==> config.mk <==
export PLATFORM = sky130hd
export DESIGN_NAME = id_pipe_flat
export DESIGN_NICKNAME = d
export VERILOG_FILES = /design/src/rtl/id_pipe_if.sv /design/src/rtl/id_pipe.sv /design/src/flat_wrapper.sv
export SDC_FILE = /design/constraint.sdc
export NUM_CORES = 2
export LEC_CHECK = 0
export ABC_AREA = 1
export CAP_MARGIN = 20
export CORE_MARGIN = 2
export CORE_UTILIZATION = 50
export DETAILED_ROUTE_END_ITERATION = 12
export PLACE_DENSITY_LB_ADDON = 0.1
export SLEW_MARGIN = 20
export SYNTH_ARGS = -nofsm -noshare
export SYNTH_HDL_FRONTEND = slang
export SYNTH_SLANG_ARGS = --single-unit
export TNS_END_PERCENT = 100
==> constraint.sdc <==
create_clock -name CLK -period 2.4 [get_ports CLK]
set_input_delay 0.24 -clock CLK [delete_from_list [all_inputs] [get_ports CLK]]
set_output_delay 0.24 -clock CLK [all_outputs]
set_load 0.005 [all_outputs]
==> src/rtl/id_pipe_if.sv <==
// Decode-stage bus: IF-side handshake, write-back port and EX-side
// valid/ready result. The decode stage takes the slave view.
interface id_pipe_if #(
    parameter int XLEN = 32
);
    logic            in_valid;
    logic            in_ready;
    logic [31:0]     in_ins;
    logic            flush;
    logic            wb_we;
    logic [4:0]      wb_adr;
    logic [XLEN-1:0] wb_data;
    logic            out_valid;
    logic            out_ready;
    logic [31:0]     out_ins;
    logic [XLEN-1:0] out_rdata1;
    logic [XLEN-1:0] out_rdata2;
    logic [XLEN-1:0] out_imm;
    logic [4:0]      out_wadr;
    logic            out_we;

    modport master (
        output in_valid, in_ins, flush, wb_we, wb_adr, wb_data, out_ready,
        input  in_ready, out_valid, out_ins, out_rdata1, out_rdata2,
               out_imm, out_wadr, out_we
    );

    modport slave (
        input  in_valid, in_ins, flush, wb_we, wb_adr, wb_data, out_ready,
        output in_ready, out_valid, out_ins, out_rdata1, out_rdata2,
               out_imm, out_wadr, out_we
    );
endinterface

==> src/rtl/id_pipe.sv <==
// MIPS instruction-decode stage: field decode, 32-entry register file
// with write-back bypass, immediate extension, load-use stall, flush and
// a registered valid/ready output slot whose operands track write-back
// while EX is not accepting.
module id_pipe #(
    parameter int XLEN       = 32,
    parameter int ZERO_R0    = 1,
    parameter int LOGIC_ZEXT = 1
) (
    input  logic     CLK,
    input  logic     RST,
    id_pipe_if.slave bus
);
    localparam logic [5:0] OP_RFORM = 6'd0;
    localparam logic [5:0] OP_JAL   = 6'd3;
    localparam logic [5:0] OP_BEQ   = 6'd4;
    localparam logic [5:0] OP_BNE   = 6'd5;
    localparam logic [5:0] OP_ADDI  = 6'd8;
    localparam logic [5:0] OP_ADDIU = 6'd9;
    localparam logic [5:0] OP_SLTI  = 6'd10;
    localparam logic [5:0] OP_SLTIU = 6'd11;
    localparam logic [5:0] OP_ANDI  = 6'd12;
    localparam logic [5:0] OP_ORI   = 6'd13;
    localparam logic [5:0] OP_XORI  = 6'd14;
    localparam logic [5:0] OP_LUI   = 6'd15;
    localparam logic [5:0] OP_LW    = 6'd35;
    localparam logic [5:0] OP_SW    = 6'd43;

    localparam logic [5:0] FN_JR    = 6'd8;
    localparam logic [5:0] FN_MTHI  = 6'd17;
    localparam logic [5:0] FN_MTLO  = 6'd19;
    localparam logic [5:0] FN_MULT  = 6'd24;
    localparam logic [5:0] FN_DIV   = 6'd26;
    localparam logic [5:0] FN_DIVU  = 6'd27;

    // Register 0 is hard-wired to zero only when ZERO_R0 is set.
    function automatic logic zero_reg(input logic [4:0] adr);
        return (ZERO_R0 != 0) && (adr == 5'd0);
    endfunction

    // Arithmetic, memory and branch offsets are signed; logical immediates
    // follow LOGIC_ZEXT; everything else (LUI, jumps, R-form) zero-extends.
    function automatic logic [XLEN-1:0] ext_imm(input logic [5:0] op,
                                                 input logic [15:0] imm16);
        logic sx;
        sx = 1'b0;
        case (op)
            OP_ADDI, OP_ADDIU, OP_SLTI, OP_SLTIU,
            OP_LW, OP_SW, OP_BEQ, OP_BNE: sx = 1'b1;
            OP_ANDI, OP_ORI, OP_XORI:     sx = (LOGIC_ZEXT == 0);
            default:                      sx = 1'b0;
        endcase
        return {{(XLEN-16){sx & imm16[15]}}, imm16};
    endfunction

    // JALR is an R-form function, so it already lands on rd.
    function automatic logic [4:0] dest_adr(input logic [5:0] op,
                                            input logic [4:0] rt,
                                            input logic [4:0] rd);
        if (op == OP_JAL)   return 5'd31;
        if (op == OP_RFORM) return rd;
        return rt;
    endfunction

    function automatic logic dest_we(input logic [5:0] op,
                                     input logic [5:0] func);
        logic we;
        we = 1'b0;
        case (op)
            OP_RFORM: we = !(func inside {FN_JR, FN_MTHI, FN_MTLO,
                                          FN_MULT, FN_DIV, FN_DIVU});
            OP_ADDI, OP_ADDIU, OP_SLTI, OP_SLTIU,
            OP_ANDI, OP_ORI, OP_XORI, OP_LUI: we = 1'b1;
            OP_LW, OP_JAL:                    we = 1'b1;
            default:                          we = 1'b0;
        endcase
        return we;
    endfunction

    logic [XLEN-1:0] rf_q [32];

    logic            out_valid_q,  out_valid_d;
    logic [31:0]     out_ins_q,    out_ins_d;
    logic [XLEN-1:0] out_rdata1_q, out_rdata1_d;
    logic [XLEN-1:0] out_rdata2_q, out_rdata2_d;
    logic [XLEN-1:0] out_imm_q,    out_imm_d;
    logic [4:0]      out_wadr_q,   out_wadr_d;
    logic            out_we_q,     out_we_d;

    logic [5:0]      op, func;
    logic [4:0]      rs, rt, rd;
    logic [XLEN-1:0] rd1, rd2;
    logic            rf_we, stall, advance, in_ready_int, accept;
    logic [4:0]      hold_rs, hold_rt;
    logic            hit1, hit2;

    assign op   = bus.in_ins[31:26];
    assign rs   = bus.in_ins[25:21];
    assign rt   = bus.in_ins[20:16];
    assign rd   = bus.in_ins[15:11];
    assign func = bus.in_ins[5:0];

    assign rf_we = bus.wb_we && !zero_reg(bus.wb_adr);

    // A load still in the output slot cannot feed the next instruction.
    assign stall = out_valid_q && (out_ins_q[31:26] == OP_LW) &&
                   (out_wadr_q != 5'd0) &&
                   ((out_wadr_q == rs) || (out_wadr_q == rt));

    assign advance      = bus.out_ready || !out_valid_q;
    assign in_ready_int = advance && !stall && !bus.flush;
    assign accept       = bus.in_valid && in_ready_int;
    // Reset gating stays on the output only, so no flop sees RST as data.
    assign bus.in_ready = RST && in_ready_int;

    assign hold_rs = out_ins_q[25:21];
    assign hold_rt = out_ins_q[20:16];
    assign hit1    = bus.wb_we && (bus.wb_adr == hold_rs) && !zero_reg(hold_rs);
    assign hit2    = bus.wb_we && (bus.wb_adr == hold_rt) && !zero_reg(hold_rt);

    // Operand read with same-cycle write-back bypass.
    always_comb begin
        rd1 = rf_q[rs];
        rd2 = rf_q[rt];
        if (bus.wb_we && (bus.wb_adr == rs)) rd1 = bus.wb_data;
        if (bus.wb_we && (bus.wb_adr == rt)) rd2 = bus.wb_data;
        if (zero_reg(rs)) rd1 = '0;
        if (zero_reg(rt)) rd2 = '0;
    end

    // Output-slot next state: flush beats everything, then advance/load,
    // otherwise hold while refreshing operands from write-back.
    always_comb begin
        out_valid_d  = out_valid_q;
        out_ins_d    = out_ins_q;
        out_rdata1_d = out_rdata1_q;
        out_rdata2_d = out_rdata2_q;
        out_imm_d    = out_imm_q;
        out_wadr_d   = out_wadr_q;
        out_we_d     = out_we_q;
        if (bus.flush) begin
            out_valid_d = 1'b0;
        end else if (advance) begin
            if (accept) begin
                out_valid_d  = 1'b1;
                out_ins_d    = bus.in_ins;
                out_rdata1_d = rd1;
                out_rdata2_d = rd2;
                out_imm_d    = ext_imm(op, bus.in_ins[15:0]);
                out_wadr_d   = dest_adr(op, rt, rd);
                out_we_d     = dest_we(op, func);
            end else begin
                out_valid_d = 1'b0;
            end
        end else begin
            if (hit1) out_rdata1_d = bus.wb_data;
            if (hit2) out_rdata2_d = bus.wb_data;
        end
    end

    // Output slot registers.
    always_ff @(posedge CLK or negedge RST) begin
        if (!RST) begin
            out_valid_q  <= 1'b0;
            out_ins_q    <= '0;
            out_rdata1_q <= '0;
            out_rdata2_q <= '0;
            out_imm_q    <= '0;
            out_wadr_q   <= '0;
            out_we_q     <= 1'b0;
        end else begin
            out_valid_q  <= out_valid_d;
            out_ins_q    <= out_ins_d;
            out_rdata1_q <= out_rdata1_d;
            out_rdata2_q <= out_rdata2_d;
            out_imm_q    <= out_imm_d;
            out_wadr_q   <= out_wadr_d;
            out_we_q     <= out_we_d;
        end
    end

    // Register file write port.
    always_ff @(posedge CLK or negedge RST) begin
        if (!RST) begin
            for (int i = 0; i < 32; i++) rf_q[i] <= '0;
        end else if (rf_we) begin
            rf_q[bus.wb_adr] <= bus.wb_data;
        end
    end

    assign bus.out_valid  = out_valid_q;
    assign bus.out_ins    = out_ins_q;
    assign bus.out_rdata1 = out_rdata1_q;
    assign bus.out_rdata2 = out_rdata2_q;
    assign bus.out_imm    = out_imm_q;
    assign bus.out_wadr   = out_wadr_q;
    assign bus.out_we     = out_we_q;
endmodule

==> src/flat_wrapper.sv <==
// flat-port wrapper written by rule: the top's interface ports become plain ports
module id_pipe_flat 
#(
    parameter int XLEN       = 32,
    parameter int ZERO_R0    = 1,
    parameter int LOGIC_ZEXT = 1
)
  (CLK, RST, bus_in_valid, bus_in_ins, bus_flush, bus_wb_we, bus_wb_adr, bus_wb_data, bus_out_ready, bus_in_ready, bus_out_valid, bus_out_ins, bus_out_rdata1, bus_out_rdata2, bus_out_imm, bus_out_wadr, bus_out_we);
  id_pipe_if #(.XLEN(XLEN)) bus_i ();
  input  logic CLK;
  input  logic RST;
  input wire logic [$bits(bus_i.in_valid)-1:0] bus_in_valid;
  input wire logic [$bits(bus_i.in_ins)-1:0] bus_in_ins;
  input wire logic [$bits(bus_i.flush)-1:0] bus_flush;
  input wire logic [$bits(bus_i.wb_we)-1:0] bus_wb_we;
  input wire logic [$bits(bus_i.wb_adr)-1:0] bus_wb_adr;
  input wire logic [$bits(bus_i.wb_data)-1:0] bus_wb_data;
  input wire logic [$bits(bus_i.out_ready)-1:0] bus_out_ready;
  output wire logic [$bits(bus_i.in_ready)-1:0] bus_in_ready;
  output wire logic [$bits(bus_i.out_valid)-1:0] bus_out_valid;
  output wire logic [$bits(bus_i.out_ins)-1:0] bus_out_ins;
  output wire logic [$bits(bus_i.out_rdata1)-1:0] bus_out_rdata1;
  output wire logic [$bits(bus_i.out_rdata2)-1:0] bus_out_rdata2;
  output wire logic [$bits(bus_i.out_imm)-1:0] bus_out_imm;
  output wire logic [$bits(bus_i.out_wadr)-1:0] bus_out_wadr;
  output wire logic [$bits(bus_i.out_we)-1:0] bus_out_we;
  assign bus_i.in_valid = bus_in_valid;
  assign bus_i.in_ins = bus_in_ins;
  assign bus_i.flush = bus_flush;
  assign bus_i.wb_we = bus_wb_we;
  assign bus_i.wb_adr = bus_wb_adr;
  assign bus_i.wb_data = bus_wb_data;
  assign bus_i.out_ready = bus_out_ready;
  assign bus_in_ready = bus_i.in_ready;
  assign bus_out_valid = bus_i.out_valid;
  assign bus_out_ins = bus_i.out_ins;
  assign bus_out_rdata1 = bus_i.out_rdata1;
  assign bus_out_rdata2 = bus_i.out_rdata2;
  assign bus_out_imm = bus_i.out_imm;
  assign bus_out_wadr = bus_i.out_wadr;
  assign bus_out_we = bus_i.out_we;
  id_pipe #(.XLEN(XLEN), .ZERO_R0(ZERO_R0), .LOGIC_ZEXT(LOGIC_ZEXT)) u_core (.CLK(CLK), .RST(RST), .bus(bus_i));
endmodule
==> qor.tcl <==
set qor(critPathMaxStageDelay_ns) 0.39
set qor(timing.critical_path.from_type) {flop}
set qor(synthDominantAreaCellType) {sky130_fd_sc_hd__dfrtp_1}
set qor(clkLatencyLatePin_ns) 0.78
set qor(ff2ff_setup_slack_ns) 0.14
set qor(fin_ws_ns) 0.0459
set qor(top_layer) {met5}
set qor(gp_congestion) 0.957
set qor(buffer_ports.inserted) 210
set qor(cts.reportedPaths.clkPinSlew_ns) 0.06
set qor(wirelength_met1_um) 104000
set qor(power.switching_mw) 18.8
set qor(number_of_nets_still_failing_antenna_checks_after_routing) 0
set qor(cts_root_buf) {sky130_fd_sc_hd__clkbuf_16}
set qor(grt_start_max_net_pins) 157
set qor(timing.critical_path.to_type) {output pin}
set qor(run_status) {complete, no violations}
set qor(effective_utilization_at_floorplan_pct) 50.2
set qor(first_iter_violations) 10100
set qor(timing.critical_path.cells) {buf_6, xor2_1, nor2_1, nand3_1, nand2_1, nand2_2, nand2_2, nor2_1, buf_2}
set qor(grt_remaining_overflow) 0
set qor(worst-path-max-fanout) 4
set qor(setup_viol) 0
set qor(total_die_area_sq_um) 129000
set qor(dpl_worst_slack_ns) -0.117
set qor(rr_startpoint) {u_core.bus.out_wadr[2]}
set qor(post_synth_instance_area_sq_um) 63000
set qor(synth_flop_cell) {sky130_fd_sc_hd__dfrtp_1}
set qor(hold_crit_endpoint) {u_core.bus.out_imm[12]}
set qor(timing.critical_path.arrival_ns) 2.11
set qor(global_route_wire_length_before_repair_um) 392000
set qor(synth_enable_flop_cells) 0
set qor(detailedPlacementHpwl_um) 166000
set qor(holdCritPathClass) {input pin to flop}
set qor(min_period_over_period_pct) 98.1
set qor(clock-sinks) 1128
set qor(vdd_ir_drop_max_mv) 0.669
set qor(grtUsageTotal_pct) 40.3
set qor(max_cap_viol_count) 0
set qor(synthDominantCellAreaShare_pct) 44.8
set qor(placement_rows) 130
set qor(synthDistinctLibCells) 30
set qor(drt-wirelength-per-cell_um) 24.2
set qor(wl_met2_um) 112000
set qor(worst_pin_slew_ns) 1.03
set qor(detail_route.drc_violations) 0
set qor(worstPathRequired_ns) 2.16
set qor(die_h_um) 359
set qor(layout_net_count) 9217
set qor(netlist_top_cells_area) {sky130_fd_sc_hd__dfrtp_1, sky130_fd_sc_hd__nand2_1, sky130_fd_sc_hd__o21ai_0, sky130_fd_sc_hd__nand3_1, sky130_fd_sc_hd__a21oi_1}
set qor(antenna_found_initial) 11
set qor(async_reset_ff_share_pct) 100
set qor(synth.yosys.seq_area_share_pct) 44.8
set qor(htree_levels) 4
set qor(max_clock_freq_mhz) 425
set qor(p_int_mw) 39.6
set qor(holdCritStartpoint) {bus_in_ins[12]}
set qor(fp.coreArea_sq_um) 125000
set qor(synth.avg_cell_area_sq_um) 6.91
set qor(syn-num-nets) 9198
set qor(first_pass_iters) 7
set qor(layout-drive-gt1-share_pct) 8.87
set qor(critical_path.reg2reg.endpoint) {u_core.bus.out_rdata2[16]}
set qor(power_frac_seq_pct) 43.4
set qor(cts_buffer_depth) 3
set qor(detail_route.wirelength_um) 264000
set qor(rsz0062_at_grt) {yes}
set qor(cpLargestDelayFamily) {simple AND/OR/NAND/NOR gates}
set qor(timing_max_transition_violations_final) 0
set qor(timing_worst_setup_path_type) {flop to output pin}
set qor(clock_power_share_pct) 35.0
set qor(wl_met3_um) 34600
set qor(slew_headroom_pct) 31.2
set qor(finalSetupTns_ns) 0
set qor(ys_seq_elements) 1128
set qor(timing.critical_path.slowest_stage_cell) {sky130_fd_sc_hd__dfrtp_1}
set qor(p_leak_nw) 35.1
set qor(cts_bufs_inserted) 133
set qor(cp_num_buf_inv) 2
set qor(final-hold-violation-count) 0
set qor(area_growth_syn_to_layout_pct) 17.3
set qor(via_count_of_the_first_global_routing_pass) 59300
set qor(post_drt_via_cell_ratio) 5.99
set qor(count_of_mapped_cells_out_of_synthesis) 9123
set qor(power_density_nw_per_um2) 790
set qor(sw_frac_of_total_pct) 32.2
set qor(post-synth-top-count-cell) {sky130_fd_sc_hd__nand2_1}
set qor(die_x_um) 359
set qor(post-route-cell-area_sq_um) 73900
set qor(detailroute.via_count) 65300
set qor(post_synth_most_frequent_cells) {sky130_fd_sc_hd__nand2_1, sky130_fd_sc_hd__o21ai_0, sky130_fd_sc_hd__dfrtp_1, sky130_fd_sc_hd__nand3_1, sky130_fd_sc_hd__inv_1}
set qor(clock_tree_skew_after_final_layout_ns) 0.0221
set qor(power_mw) 58.4
set qor(reg2reg_depth) 15
set qor(i_o_pins) 211
set qor(placement.cell_area_sq_um) 69400
set qor(finalHoldWorstSlack_ns) 0.0348
set qor(synth_warnings) 0
set qor(worst_hold_path.num_cells) 3
set qor(pwr-share-comb_pct) 21.5
set qor(finalWorstPathRequiredPeriod_ns) 2.35
set qor(tritoncts) {built}
worst min-delay path, cell delays in order:
cell and delay (ns):
sky130_fd_sc_hd__clkdlybuf4s50_1 0.42, sky130_fd_sc_hd__nand2_1 0.07, sky130_fd_sc_hd__nand2_1 0.04
per-stage QoR:
step	util, %	std cells
4_1_cts	58.9	10900
5_1_grt	58.9	10900
6_report	58.9	10900
3_3_place_gp	55.4	10600
2_1_floorplan	-	9123
3_5_place_dp	55.4	10600
cells in the final DEF, fill, tap and decap left out, drive strengths merged, types with 14 or more instances in the layout:
| cell | Yosys | layout |
|---|---|---|
| nand2 | 3454 | 3454 |
| o21ai | 1211 | 1211 |
| dfrtp | 1128 | 1128 |
| nand3 | 844 | 844 |
| inv | 513 | 514 |
| buf | 343 | 482 |
| nor2 | 456 | 456 |
| a21oi | 392 | 392 |
| o211ai | 220 | 220 |
| clkbuf | 460 | 212 |
| clkdlybuf4s50 | 0 | 198 |
| or2 | 55 | 55 |
| clkinv | 0 | 17 |
| nor3 | 14 | 14 |
logic make-up after synthesis:
family,count (synthesis),share of synthesized area [%]
flops,1128,44.8
compound gates,1832,15.4
buf+inv,1316,8.57
xor+xnor,11,0.153
simple gates,4836,31.0
timing repair:
item	4_1_cts	5_1_grt
endpoints found under the setup margin	1	27
pin swaps	2	5
hold endpoints to repair	778	0
buffers inserted	1	1
resized for setup	10	9
hold buffers	6	0
metal layers:
layer,global-route usage (%),vias up
met3,10.8,798
met5,0,-
met1,55.6,30800
met2,59.1,4327
met4,18.7,14
li1,-,29400
worst max path at each step:
stage,end,cells past startpoint,startpoint,slack (ns)
floorplan,u_core.bus.out_rdata1[22],15,bus_in_ins[23],0.71
global placement,u_core.bus.out_rdata2[30],13,bus_wb_adr[0],-0.07
detailed placement,u_core.bus.out_rdata1[29],13,bus_wb_adr[0],-0.12
CTS,bus_in_ready,9,u_core.bus.out_wadr[2],0.01
global route,bus_in_ready,11,u_core.bus.out_wadr[2],-0.03
finish,bus_in_ready,9,u_core.bus.out_wadr[0],0.05
power groups by stage:
stage          clock [mW]  combinational (mW)  sequential, mW
2_1_floorplan           0                7.62            24.7
3_3_place_gp            0                12.0            25.4
3_5_place_dp            0                12.3            25.5
4_1_cts              20.6                12.3            25.2
5_1_grt              21.3                14.1            25.7
6_report             20.5                12.6            25.4
layout make-up:
cell class	count	area, sq um
well taps	1650	2060
clock inverters	23	184
diodes	4	10.0
inverters	513	1950
repair buffers	687	7820
multi-input cells	6679	29500
clock buffers	211	4170
fillers	11600	51500
flip-flops and latches	1128	28200
registers in the layout, indices dropped and copies added (netlist names):
signal / count
u_core.bus.out_we: 1
u_core.bus.out_ins: 16
u_core.bus.out_valid: 1
u_core.bus.out_rdata1: 32
u_core.rf_q: 1024
u_core.bus.out_imm: 17
u_core.bus.out_wadr: 5
u_core.bus.out_rdata2: 32
Power figures use the tool's default switching activity.
